**src/rtl/ixc_assign_sched.sv**
```systemverilog
// Round-robin owner of a shared W-bit assign path; registers the winner's value onto L for HOLD cycles.
// Optional requester parity check under `ifdef IXC_ASSIGN_SCHED_PARITY_EN. States: IDLE | no owner, DRIVE | L held for owner.
module ixc_assign_sched #(
  parameter int W    = 5,
  parameter int N    = 4,
  parameter int HOLD = 1,
  localparam int GW  = (N > 1) ? $clog2(N) : 1
) (
  input  logic           clk,
  input  logic           rst_n,
  input  logic [N-1:0]   req,
  input  logic [N*W-1:0] r_data,
`ifdef IXC_ASSIGN_SCHED_PARITY_EN
  input  logic [N-1:0]   r_par,
  output logic           l_par,
  output logic           par_err,
`endif
  output logic [N-1:0]   ack,
  output logic [W-1:0]   L,
  output logic           l_valid,
  output logic [GW-1:0]  grant_id,
  output logic           busy
);

  typedef enum logic {IDLE, DRIVE} state_t;

  localparam logic [7:0]    HOLD_LAST = 8'(HOLD - 1);
  localparam logic [GW-1:0] PTR_LAST  = GW'(N - 1);

  state_t          state_q, state_d;
  logic [7:0]      cnt_q;
  logic [GW-1:0]   ptr_q;
  logic [N-1:0]    elig;
  logic            found;
  logic [GW-1:0]   win;
  logic [GW-1:0]   ptr_next;
  logic            arb;
  logic            grant;
  logic [W-1:0]    win_data;
  int              idx;

  // The requester acked this cycle is masked so it is never captured twice.
  always_comb begin
    elig  = req & ~ack;
    found = 1'b0;
    win   = '0;
    idx   = 0;
    for (int k = 0; k < N; k++) begin
      idx = int'(ptr_q) + k;
      if (idx >= N) idx = idx - N;
      if (!found && elig[GW'(idx)]) begin
        found = 1'b1;
        win   = GW'(idx);
      end
    end
  end

  assign ptr_next = (win == PTR_LAST) ? '0 : win + 1'b1;
  assign arb      = (state_q == IDLE) || (cnt_q == HOLD_LAST);
  assign grant    = arb && found;
  assign win_data = r_data[int'(win)*W +: W];
  assign busy     = (state_q == DRIVE);

  always_comb begin
    state_d = state_q;
    if (grant)    state_d = DRIVE;
    else if (arb) state_d = IDLE;
  end

  always_ff @(posedge clk or negedge rst_n) begin
    if (!rst_n) begin
      state_q  <= IDLE;
      cnt_q    <= '0;
      ptr_q    <= '0;
      ack      <= '0;
      L        <= '0;
      l_valid  <= 1'b0;
      grant_id <= '0;
`ifdef IXC_ASSIGN_SCHED_PARITY_EN
      l_par    <= 1'b0;
      par_err  <= 1'b0;
`endif
    end else begin
      state_q <= state_d;
      ack     <= '0;
      if (grant) begin
        L          <= win_data;
        grant_id   <= win;
        ack[win]   <= 1'b1;
        ptr_q      <= ptr_next;
        cnt_q      <= '0;
        l_valid    <= 1'b1;
`ifdef IXC_ASSIGN_SCHED_PARITY_EN
        l_par      <= ^win_data;
        if (r_par[win] != ^win_data) par_err <= 1'b1;
`endif
      end else if (arb) begin
        cnt_q   <= '0;
        l_valid <= 1'b0;
      end else begin
        cnt_q   <= cnt_q + 8'd1;
      end
    end
  end

endmodule

```
**config.mk**
```make
export PLATFORM = sky130hd
export DESIGN_NAME = ixc_assign_sched
export DESIGN_NICKNAME = d
export VERILOG_FILES = /design/src/rtl/ixc_assign_sched.sv
export SDC_FILE = /design/constraint.sdc
export NUM_CORES = 1
export LEC_CHECK = 0
export ABC_CLOCK_PERIOD_IN_PS = 5900
export CORE_UTILIZATION = 47
export CTS_CLUSTER_SIZE = 28
export DETAILED_ROUTE_END_ITERATION = 8
export HOLD_SLACK_MARGIN = 0.12
export PLACE_DENSITY_LB_ADDON = 0.1
export SYNTH_ARGS = -nofsm -noshare
export SYNTH_HDL_FRONTEND = slang
export SYNTH_SLANG_ARGS = --single-unit
```
**constraint.sdc**
```tcl
create_clock -name clk -period 5.9 [get_ports clk]
set_input_delay 1.18 -clock clk [delete_from_list [all_inputs] [get_ports clk]]
set_output_delay 1.18 -clock clk [all_outputs]
set_load 0.03 [all_outputs]
```
# Word level (Yosys, flattened, before mapping)
# Index checks and enable logic that the tools add are counted.
dict set report totals {
  wordCells 74
  input_bits 26
  reg_bits 22
  output_inout_bits 13
}
dict set report classes {
  mux 32
  n_eq_ne 1
  shifts 1
  addsub 9
  reduce_logical 11
  order_cmp 10
  bitwise 3
  n_mul 1
}
# cell n
set op_table {}
lappend op_table {{20-bit by 6-bit indexed part select with 5-bit output} 1}
lappend op_table {{2-bit two-way mux} 9}
lappend op_table {{2-bit by 4-bit < comparator with 1-bit output (second input constant)} 4}
lappend op_table {{8-bit two-way mux} 2}
lappend op_table {{1-bit two-way mux} 15}
lappend op_table {{3-bit greater-or-equal comparator (second input constant)} 3}
lappend op_table {{8-bit by 1-bit adder with 8-bit output (second input constant)} 1}
lappend op_table {{1-bit binary-select mux with 2-bit select} 4}
lappend op_table {{8-bit logical NOT} 1}
lappend op_table {{2-bit by 1-bit subtractor with 2-bit output (second input constant)} 4}
lappend op_table {{2-bit by 2-bit adder with 3-bit output (second input constant)} 2}
lappend op_table {{1-bit logical AND} 5}
lappend op_table {{2-bit by 3-bit multiplier with 5-bit output (second input constant)} 1}
lappend op_table {{4-bit bitwise AND} 1}
lappend op_table {{4-bit two-way mux} 1}
lappend op_table {{4-bit NOT} 1}
lappend op_table {{2-bit by 1-bit adder with 3-bit output (second input constant)} 1}
lappend op_table {{2-bit by 3-bit greater-or-equal comparator with 1-bit output (second input constant)} 1}
lappend op_table {{1-bit logical NOT} 3}
lappend op_table {{2-bit by 3-bit < comparator with 1-bit output (second input constant)} 1}
lappend op_table {{2-bit by 1-bit adder with 2-bit output (second input constant)} 1}
lappend op_table {{1-bit demux with 2-bit select} 1}
lappend op_table {{2-bit == test (second input constant)} 1}
lappend op_table {{2-bit by 1-bit greater-or-equal comparator with 1-bit output (second input constant)} 1}
lappend op_table {{other kinds (3)} 3}

# Depth between registers and ports, before layout
# Gate-level depths: netlist of run 1.
dict set report depth {
  depth_word 20
  ltp_mapped 8
  depth_no_buf 7
}

# Worst setup path after synthesis of run 1
# No wires, ideal clock.
dict set report synth_path {
  path_type {input-to-reg}
  startpoint {in req[0]}
  endpoint {reg ptr_q[1]}
  setup_slack_ns 3.102
  t_arrival_ns 2.673
  t_required_ns 5.775
  path_buffers 1
  cell_stages 7
  cell_sequence {nand2b_1 -> or3_1 -> o211ai_1 -> buf_2 -> inv_1 -> ha_1 -> mux2_2}
}
dict set report synth_between {
  elab_chain_len 16
  word_cells_on_any_way 31
  cone_classes {add/sub: 1; eq/ne: 1; mux: 21; bitwise: 1; reduce/logical: 7}
}
# element line_no
set synth_lines {}
lappend synth_lines {{from (decl)} 11} ;# input logic [N-1:0] req,
lappend synth_lines {{4-bit bitwise AND *} 44} ;# elig = req & ~ack;
lappend synth_lines {{1-bit binary-select mux with 2-bit select} 51} ;# if (!found && elig[GW'(idx)]) begin
lappend synth_lines {{1-bit two-way mux (not written as such) (2 in series)} 51}
lappend synth_lines {{1-bit two-way mux} 51}
lappend synth_lines {{1-bit logical NOT} 51}
lappend synth_lines {{1-bit logical AND} 51}
lappend synth_lines {{1-bit two-way mux} 51}
lappend synth_lines {{1-bit logical NOT} 51}
lappend synth_lines {{1-bit logical AND} 51}
lappend synth_lines {{1-bit two-way mux} 51}
lappend synth_lines {{1-bit logical NOT} 51}
lappend synth_lines {{1-bit logical AND} 51}
lappend synth_lines {{2-bit two-way mux *} 51}
lappend synth_lines {{2-bit by 1-bit adder with 2-bit output / 2-bit == test (equally long branches)} 58} ;# assign ptr_next = (win == PTR_LAST) ? '0 : win + 1'b1;
lappend synth_lines {{2-bit two-way mux *} 58}
lappend synth_lines {{net ptr_next[1]} 36} ;# logic [GW-1:0] ptr_next;
lappend synth_lines {{to (signal assigned)} 90} ;# ptr_q <= ptr_next;
lappend synth_lines {{to (decl)} 32} ;# logic [GW-1:0] ptr_q;
# Mark *: on every way through the listed nets, which the timed path passes. The rest lies on a longest branch. The select of a mux whose other input is x is not followed.
# A chain may end at the register's enable or synchronous reset.

# Worst setup path after layout of run 1
# Ends and elaborated chain as after synthesis.

==> impl_metrics.yaml, run 1 <==
place:
  port_buffers: 38
  dpl.hpwl_mm: 1.72
  placed_cell_area_sq_um: 1530
  gp_congestion: 0.722
  dp_cells: 170
clocking:
  htreeDepth: 1
  path_clk_slew_ps: 120
  insertion_delay_ps: 300
  hold_buffers: 0
  cts_resized: 0
  postCtsSetupRepairBufs: 0
  cts_tree: "built"
  root_buffer: "clkbuf_4"
  cts_made_buffers: 3
  cts_sinks: 22
  clock_path_buffers: 2
finish:
  seqCellArea_sq_um: 551
  n_fill_cell: 173
  final_cell_mix: "clkdlybuf4s50_1 (38), dfrtp_1 (22), nor2_1 (12)"
  finish.cell_count_without_fillers: 174
  nNetsFinal: 176
  final_common_cell: "clkdlybuf4s50_1"
  final_layout_size_suffix_gt1_share_pct: 6.85
  multiInputGateArea_sq_um: 537
  n_antenna_cell: 0
  stdcell_area_sq_um: 1580
  areaGrowthSynthToFinish_pct: 40.3
power:
  pwr-share-clk_pct: 16.6
  powerDensity_nw_per_um2: 436
  ir_drop_v: 0.000280
  p_int_mw: 0.423
  combPwrFrac_pct: 50.7
  swShare_pct: 38.6
  power_frac_seq_pct: 32.8
  p_leak_nw: 0.703
  switching_power_mw: 0.266
sta:
  worst_slew_pin_slew_ps: 970
  finalCriticalPeriod_ps: 2890
  relSlewSlack_pct: 35.1
  finalMaxSlewViolations: 0
  hold_viol_final: 0
  tns_ps: 0
  worst_hold_slack_ps: 501
  skew_ps: 2.63
  fmax_mhz: 347
  rsz0062_at_grt: "no"
  setup_viol: 0
  post-route-period-util_pct: 48.9
grt:
  grt_pass1_wl_mm: 3.68
  antenna_found_initial: 0
  overflow: 0
  grt_max_degree: 23
  track_usage_pct: 19.4
  first_global_vias: 848
setup_path:
  r2r-start: "cnt_q[4]$_DFF_PN0_"
  cpPeakStageDelay_ps: 480
  path_cells: "clkdlybuf4s50_1, nand2b_1, or3_1, o211ai_1, buf_4, inv_1, ha_1, mux2_2"
  start_kind: "input port"
  required_ps: 6100
  endpoint: "ptr_q[1]$_DFFE_PN0N_"
  startpoint: "req[0]"
  cp-end-kind: "register"
  critPathArrivalTime_ps: 3090
  critPathMaxFanout: 13
  reg2reg_to: "L[0]$_DFFE_PN0N_"
  ff2ff_path_depth: 5
  path_class: "input port to register"
  slowest_stage: "clkdlybuf4s50_1"
  rrSetupSlack_ps: 3320
synth:
  synth_ff_type: "dfrtp_1"
  synth-edff-count: 0
  synth.top_cell.area_share_pct: 48.8
  syn_nets: 136
  synth.cell_area_sq_um: 1130
  yosysSeqAreaShare_pct: 48.8
  syn_avg_cell_area_sq_um: 10.5
  synthArstFlopShare_pct: 100
  yosysWarnings: 0
  synthDistinctLibCells: 33
  synth_area_leaders: "dfrtp_1 (49%), mux2i_1 (8.9%), nor2_1 (4.0%)"
  synth-seq-cells: 22
  synthCells: 107
  synth_top_cell_by_area: "dfrtp_1"
route:
  firstDrtPassIters: 4
  via_per_inst: 5.15
  wl_per_cell_um: 13.1
  drt_wl_total_mm: 2.28
  dr_total_vias: 896
  drc_errors: 0
  ant_nets: 0
  drt_iter0_markers: 7
min_path:
  hold_path_class: "register to register"
die:
  io_pins: 39
  dieArea_sq_um: 2600
  initial_utilization_pct: 50.5
  rows: 17
  core-area_sq_um: 2230
  die_w_um: 51.0
  fp.dieH_um: 51.0
outcome:
  status: "finished, final reports clean"
job:
  drv_cap: 0
[layer usage]
| metal | global-route usage, % | up-vias | part of all wire [%] | wire [um] |
|---|---|---|---|---|
| li1 | - | 447 | - | - |
| met1 | 25.4 | 420 | 46 | 1050 |
| met2 | 31.4 | 27 | 49 | 1130 |
| met3 | 3.57 | 2 | 3.8 | 87 |
| met4 | 8.33 | 0 | 0.75 | 17 |
| met5 | 0 | - | 0 | 0 |
[stage by stage]
| stage | setup slack (ps) | power, mW | util (%) |
|---|---|---|---|
| final | 3020 | 0.689 | 70.8 |
| after global routing | 2970 | 0.732 | 70.8 |
| after CTS | 3030 | 0.695 | 70.8 |
| after detailed placement | 2700 | 0.579 | 68.5 |
| after global placement | 2770 | 0.572 | 68.5 |
| after floorplan | 3100 | 0.452 | - |
[power groups by stage]
stage | Combinational (mW) | Clock [mW] | Sequential, mW
global route | 0.379 | 0.122 | 0.231
CTS | 0.353 | 0.116 | 0.226
finish | 0.349 | 0.114 | 0.226
global placement | 0.345 | 0 | 0.227
detailed placement | 0.352 | 0 | 0.228
floorplan | 0.154 | 0 | 0.298
[synth_stat cells, types with 2 or more instances]
cell type and n:
o21ai_0 3, nand2b_1 5, mux2i_1 10, xnor2_1 4, nand3_1 4, ha_1 3, buf_2 2, and3_1 2
o221ai_1 5, inv_1 5, dfrtp_1 22, nand2_1 9, xor2_1 2, nor2_1 12
[final cells by class]
class,count,area share (%)
timing repair buffer,39,24.5
multi-input combinational,76,33.9
tap,28,2.22
sequential,22,34.8
inverter,5,1.19
clock inverter,1,1.90
clock buffer,3,1.42
[registers in the layout, indices dropped and copies added (netlist names)]
register  flops
grant_id      2
L             5
busy          1
cnt_q         8
ptr_q         2
ack           4
[worst min-delay path by stage]
stage                                  from                 endpoint  slack [ps]  cells after the start
floorplan                cnt_q[0]$_DFF_PN0_       cnt_q[0]$_DFF_PN0_         450                      1
global placement    grant_id[1]$_DFFE_PN0N_  grant_id[1]$_DFFE_PN0N_         460                      2
detailed placement  grant_id[1]$_DFFE_PN0N_  grant_id[1]$_DFFE_PN0N_         470                      2
CTS                 grant_id[1]$_DFFE_PN0N_  grant_id[1]$_DFFE_PN0N_         500                      2
global route        grant_id[1]$_DFFE_PN0N_  grant_id[1]$_DFFE_PN0N_         530                      2
finish              grant_id[1]$_DFFE_PN0N_  grant_id[1]$_DFFE_PN0N_         500                      2
[worst max-delay path, delay by kind of cell]
family | cells | cell delay, ps
buffers and inverters | 3 | 840
AO/OA/AOI/OAI | 1 | 110
multiplexers | 1 | 250
AND/OR/NAND/NOR | 2 | 420
adder cells (fa/ha/maj) | 1 | 290
[cell families after synthesis]
family	share of synthesized area (%)
flops	48.8
fa+ha+maj	3.33
xor+xnor	4.66
buf+inv	3.55
mux	9.88
simple gates	18.9
compound gates	10.9
No activity file was read; power rests on OpenSTA's default activity.
==> run 2: changes to the inputs <==
--- a/config.mk
+++ b/config.mk
@@ -5,8 +5,8 @@
 export SDC_FILE = /design/constraint.sdc
 export NUM_CORES = 1
 export LEC_CHECK = 0
-export ABC_CLOCK_PERIOD_IN_PS = 5900
-export CORE_UTILIZATION = 47
+export ABC_CLOCK_PERIOD_IN_PS = 2700
+export CORE_UTILIZATION = 44
 export CTS_CLUSTER_SIZE = 28
 export DETAILED_ROUTE_END_ITERATION = 8
 export HOLD_SLACK_MARGIN = 0.12
==> constraint.sdc (replaced) <==
create_clock -name clk -period 2.7 [get_ports clk]
set_input_delay 0.54 -clock clk [delete_from_list [all_inputs] [get_ports clk]]
set_output_delay 0.54 -clock clk [all_outputs]
set_load 0.03 [all_outputs]
==> run 2 against run 1 <==
Effect of this change:
- final area barely moved
- worst hold slack improved by 1.8 ps
- critical path depth fell by 3
- first-iteration DRC count rose by 86%
- clock-buffer cell count rose by 1
- combinational power rose by 120%
- wire length rose by 2.1%
- final cell count rose by 1.1%
- global-route usage fell by 0.29 points
- critical endpoint is now L[4]$_DFFE_PN0N_
==> impl_metrics.yaml, run 2 (synthesis gave the netlist of run 1 again) <==
route:
  wl_per_cell_um: 13.2
  drc_errors: 0
  m1WireLength_mm: 1.06
  ant_nets: 0
  dr_total_vias: 930
  firstDrtPassIters: 4
  via_per_inst: 5.28
  drt_iter0_markers: 13
  drt_wl_total_mm: 2.33
  highest_layer: "met4"
  routed-wl-met3_um: 108
  wl_met2_mm: 1.11
sta:
  relSlewSlack_pct: 72.8
  fin_ws_ps: 449
  finalMaxSlewViolations: 0
  hold_viol_final: 0
  worst_slew_pin_slew_ps: 406
  fmax_mhz: 444
  setup_viol: 0
  rsz0062_at_grt: "no"
  tns_ps: 0
  skew_ps: 2.36
  finalCriticalPeriod_ps: 2250
  post-route-period-util_pct: 83.4
grt:
  grt_pass1_wl_mm: 3.76
  grt_max_degree: 23
  overflow: 0
  first_global_vias: 877
  track_usage_pct: 19.1
  antenna_found_initial: 0
finish:
  final_cell_mix: "clkdlybuf4s50_1 (38), dfrtp_1 (22), nor2_1 (12)"
  final_layout_size_suffix_gt1_share_pct: 8.11
  top_register: "cnt_q"
  largestRegisters: "cnt_q x8, L x5, ack x4"
  multiInputGateArea_sq_um: 537
  areaGrowthSynthToFinish_pct: 40.2
  largest_reg_flops: 8
  nNetsFinal: 178
  final_common_cell: "clkdlybuf4s50_1"
  n_fill_cell: 189
  seqCellArea_sq_um: 551
  n_antenna_cell: 0
  fin_util_pct: 68.2
setup_path:
  required_ps: 2920
  cp-end-kind: "register"
  path_class: "register to register"
  path_cells: "or4_4, o41ai_4, nand2_2, or2_0, o221ai_1"
  critPathMaxFanout: 10
  slowest_stage: "or4_4"
  critPathArrivalTime_ps: 2470
  cpPeakStageDelay_ps: 560
  start_kind: "register"
power:
  p_leak_nw: 0.705
  p_int_mw: 0.858
  power_frac_seq_pct: 34.5
  pwr-share-clk_pct: 12.6
  ir_drop_v: 0.000671
  switching_power_mw: 0.579
  swShare_pct: 40.3
  combPwrFrac_pct: 52.9
  powerDensity_nw_per_um2: 909
  power_mw: 1.44
clocking:
  hold_buffers: 0
  clock_path_buffers: 2
  cts_made_buffers: 3
  path_clk_slew_ps: 120
  cts_sinks: 22
  root_buffer: "clkbuf_4"
  cts_resized: 0
  htreeDepth: 1
  postCtsSetupRepairBufs: 0
  insertion_delay_ps: 310
  cts_tree: "built"
job:
  drv_cap: 0
outcome:
  status: "finished, final reports clean"
die:
  dieArea_sq_um: 2770
  core-area_sq_um: 2320
  fp.dieH_um: 52.6
  die_w_um: 52.6
  io_pins: 39
  initial_utilization_pct: 48.6
  rows: 17
place:
  gp_congestion: 0.805
  port_buffers: 38
  place_ws_ps: 355
  dpl.hpwl_mm: 1.80
min_path:
  hold_path_class: "register to register"
run 2: metal layers:
metal,vias to the layer above,global-route usage (%)
met2,31,30.0
met3,5,2.90
met1,442,25.0
li1,452,-
met4,0,10.5
met5,-,0
run 2: worst paths after layout:
path                       cells past startpoint                 endpoint  slack [ps]               startpoint
min                                            2  grant_id[1]$_DFFE_PN0N_         500  grant_id[1]$_DFFE_PN0N_
min reg2reg                                    2  grant_id[1]$_DFFE_PN0N_         500  grant_id[1]$_DFFE_PN0N_
max in group asynchronous                      2         L[0]$_DFFE_PN0N_        1930                    rst_n
min in group asynchronous                      2       cnt_q[7]$_DFF_PN0_         560                    rst_n
max                                            5         L[4]$_DFFE_PN0N_         450       cnt_q[4]$_DFF_PN0_
max reg2reg                                    5         L[4]$_DFFE_PN0N_         450       cnt_q[4]$_DFF_PN0_
run 2: final cells by class:
type / count / share of cell area, %
Sequential cell: 22 / 34.8
Multi-Input combinational cell: 76 / 34.0
Timing Repair Buffer: 41 / 25.5
Clock buffer: 4 / 2.30
Tap cell: 28 / 2.22
Inverter: 5 / 1.19
run 2: power groups by stage:
stage	Clock, mW	Sequential (mW)	Combinational, mW
floorplan	0	0.651	0.336
global placement	0	0.500	0.755
detailed placement	0	0.498	0.771
CTS	0.188	0.495	0.771
global route	0.198	0.507	0.822
finish	0.181	0.496	0.761
run 2: through the flow:
stage	instances	cell area [sq um]	hold slack, ps
after detailed placement	172	1540	481
after global routing	176	1580	534
after CTS	176	1580	500
after floorplan	107	1130	244
final	176	1580	503
after global placement	172	1540	466
run 2: critical path, delay by kind of cell, from the launching register on:
family / cells / cell delay (ps)
simple gates: 3 / 1160
compound gates: 2 / 590
flops: 1 / 430
==> run 3: changes to the inputs <==
--- a/config.mk
+++ b/config.mk
@@ -5,8 +5,8 @@
 export SDC_FILE = /design/constraint.sdc
 export NUM_CORES = 1
 export LEC_CHECK = 0
-export ABC_CLOCK_PERIOD_IN_PS = 2700
-export CORE_UTILIZATION = 44
+export ABC_CLOCK_PERIOD_IN_PS = 1800
+export CORE_UTILIZATION = 40
 export CTS_CLUSTER_SIZE = 28
 export DETAILED_ROUTE_END_ITERATION = 8
 export HOLD_SLACK_MARGIN = 0.12
==> constraint.sdc (replaced) <==
create_clock -name clk -period 1.8 [get_ports clk]
set_input_delay 0.36 -clock clk [delete_from_list [all_inputs] [get_ports clk]]
set_output_delay 0.36 -clock clk [all_outputs]
set_load 0.03 [all_outputs]
==> run 3 against run 2 <==
Effect of this change:
- non-clock buffer count rose by 15
- via count is 6.3% higher
- clock skew about the same
- the flow now finishes with violations (setup timing)
- highest routed layer unchanged
- worst hold slack lost 120 ps
- clock power increased by 56%
==> impl_metrics.yaml, run 3 (synthesis gave the netlist of run 1 again) <==
grt:
  grt_max_degree: 23
  track_usage_pct: 19.5
  antenna_found_initial: 0
  grt_pass1_wl_mm: 4.08
  first_global_vias: 953
  overflow: 0
route:
  dr_total_vias: 989
  wl_per_cell_um: 14.3
  ant_nets: 0
  via_per_inst: 5.12
  drt_iter0_markers: 2
  drc_errors: 0
  drt_wl_total_mm: 2.76
  firstDrtPassIters: 4
setup_path:
  ff2ff_path_depth: 6
  rrSetupSlack_ps: -90
  reg2reg_to: "L[2]$_DFFE_PN0N_"
  path_delay_family: "simple AND/OR/NAND/NOR gates"
  cpPeakStageDelay_ps: 550
  critPathMaxFanout: 7
  start_kind: "register"
  critPathArrivalTime_ps: 2130
  slowest_stage: "or4_4"
  path_class: "register to register"
  required_ps: 2040
  worst-path-buf-inv: 1
  path_cells: "or4_4, o41ai_4, nand2_2, or2_1, buf_6, o221ai_2"
  cp-end-kind: "register"
  r2r-start: "cnt_q[4]$_DFF_PN0_"
clocking:
  htreeDepth: 1
  cts_made_buffers: 3
  cts_tree: "built"
  cts_sinks: 22
  insertion_delay_ps: 310
  clock_path_buffers: 2
  root_buffer: "clkbuf_4"
  path_clk_slew_ps: 130
place:
  dp_cells: 185
  gp_congestion: 0.757
  dpl.hpwl_mm: 1.97
  place_ws_ps: -358
  port_buffers: 38
sta:
  relSlewSlack_pct: 77.3
  worst_hold_slack_ps: 380
  finalMaxSlewViolations: 0
  hold_viol_final: 0
  tns_ps: -577
  skew_ps: 2.72
  rsz0062_at_grt: "yes"
  post-route-period-util_pct: 105
  worst_slew_pin_slew_ps: 338
  fin_ws_ps: -90.5
  finalCriticalPeriod_ps: 1890
  setup_viol: 10
  fmax_mhz: 529
finish:
  finish.cell_count_without_fillers: 193
  n_antenna_cell: 0
  seqCellArea_sq_um: 553
  largestRegisters: "cnt_q x8, L x5, ack x4"
  final_common_cell: "clkdlybuf4s50_1"
  areaGrowthSynthToFinish_pct: 58.4
  top_register: "cnt_q"
  final_layout_size_suffix_gt1_share_pct: 26.4
  multiInputGateArea_sq_um: 608
  n_fill_cell: 208
  largest_reg_flops: 8
  nNetsFinal: 193
  final_cell_mix: "clkdlybuf4s50_1 (36), dfrtp_1 (20), buf_4 (13)"
power:
  p_leak_nw: 0.792
  powerDensity_nw_per_um2: 1360
  power_mw: 2.42
  ir_drop_v: 0.00102
outcome:
  violations: "setup timing"
  status: "finished, violations left"
die:
  dieArea_sq_um: 3030
  initial_utilization_pct: 43.9
  core-area_sq_um: 2570
  io_pins: 39
  die_w_um: 55.1
  fp.dieH_um: 55.1
  rows: 18
min_path:
  hold_path_class: "input port to asynchronous set/reset pin"
job:
  drv_cap: 0
## run 3: cell count changes in the layout (fill, tap and decap cells not counted), sizes merged
cell | before | now
buf | 3 | 18
clkdlybuf4s50 | 38 | 36
dlygate4sd2 | 0 | 2
## run 3: where the power goes
part	total, mW	internal [mW]	switching [mW]
sequential	0.747	0.645	0.101
combinational	1.39	0.670	0.725
clock	0.282	0.124	0.158
## run 3: worst max-delay path by stage
stage | start | endpoint | slack [ps] | cells past startpoint
6_report | cnt_q[4]$_DFF_PN0_ | L[2]$_DFFE_PN0N_ | -90 | 6
5_1_grt | cnt_q[4]$_DFF_PN0_ | L[0]$_DFFE_PN0N_ | -190 | 6
4_1_cts | cnt_q[4]$_DFF_PN0_ | L[2]$_DFFE_PN0N_ | -140 | 6
3_5_place_dp | req[0] | L[0]$_DFFE_PN0N_ | -360 | 7
3_3_place_gp | req[0] | L[1]$_DFFE_PN0N_ | -280 | 7
2_1_floorplan | ack[0]$_DFF_PN0_ | ptr_q[1]$_DFFE_PN0N_ | -240 | 7
## run 3: area by class of cell
type	count	share of cell area [%]
clock buffer	4	2.03
inverter	5	1.05
multi-input combinational	76	34.1
sequential	22	31.0
tap	30	2.10
timing repair buffer	56	29.8
## run 3: through the flow
step	utilization [%]	area [sq um]
2_1_floorplan	-	1140
3_3_place_gp	63.9	1640
3_5_place_dp	63.9	1640
4_1_cts	68.3	1750
5_1_grt	69.5	1790
6_report	69.5	1790
## run 3: timing repair
item / in CTS / in global routing
buffers inserted: 2 / 1
pin swaps: 4 / 3
gates cloned: 0 / 1
endpoints found under the setup margin: 14 / 21
hold buffers: 0 / 0
gates resized for setup: 15 / 7
## run 3: routing by layer
| layer | track usage, % | part of all wire [%] |
|---|---|---|
| met3 | 2.46 | 3.4 |
| met1 | 23.9 | 43 |
| met2 | 34.7 | 53 |
| met4 | 7.08 | 1.2 |
| met5 | 0 | 0 |
## run 3: worst register-to-register path, delay by kind of cell, from the launching register on
kind	cells	cell delay, ps
DFF	1	410
buffers and inverters	1	150
AOI/OAI and AO/OA	2	400
and+or+nand+nor	3	860
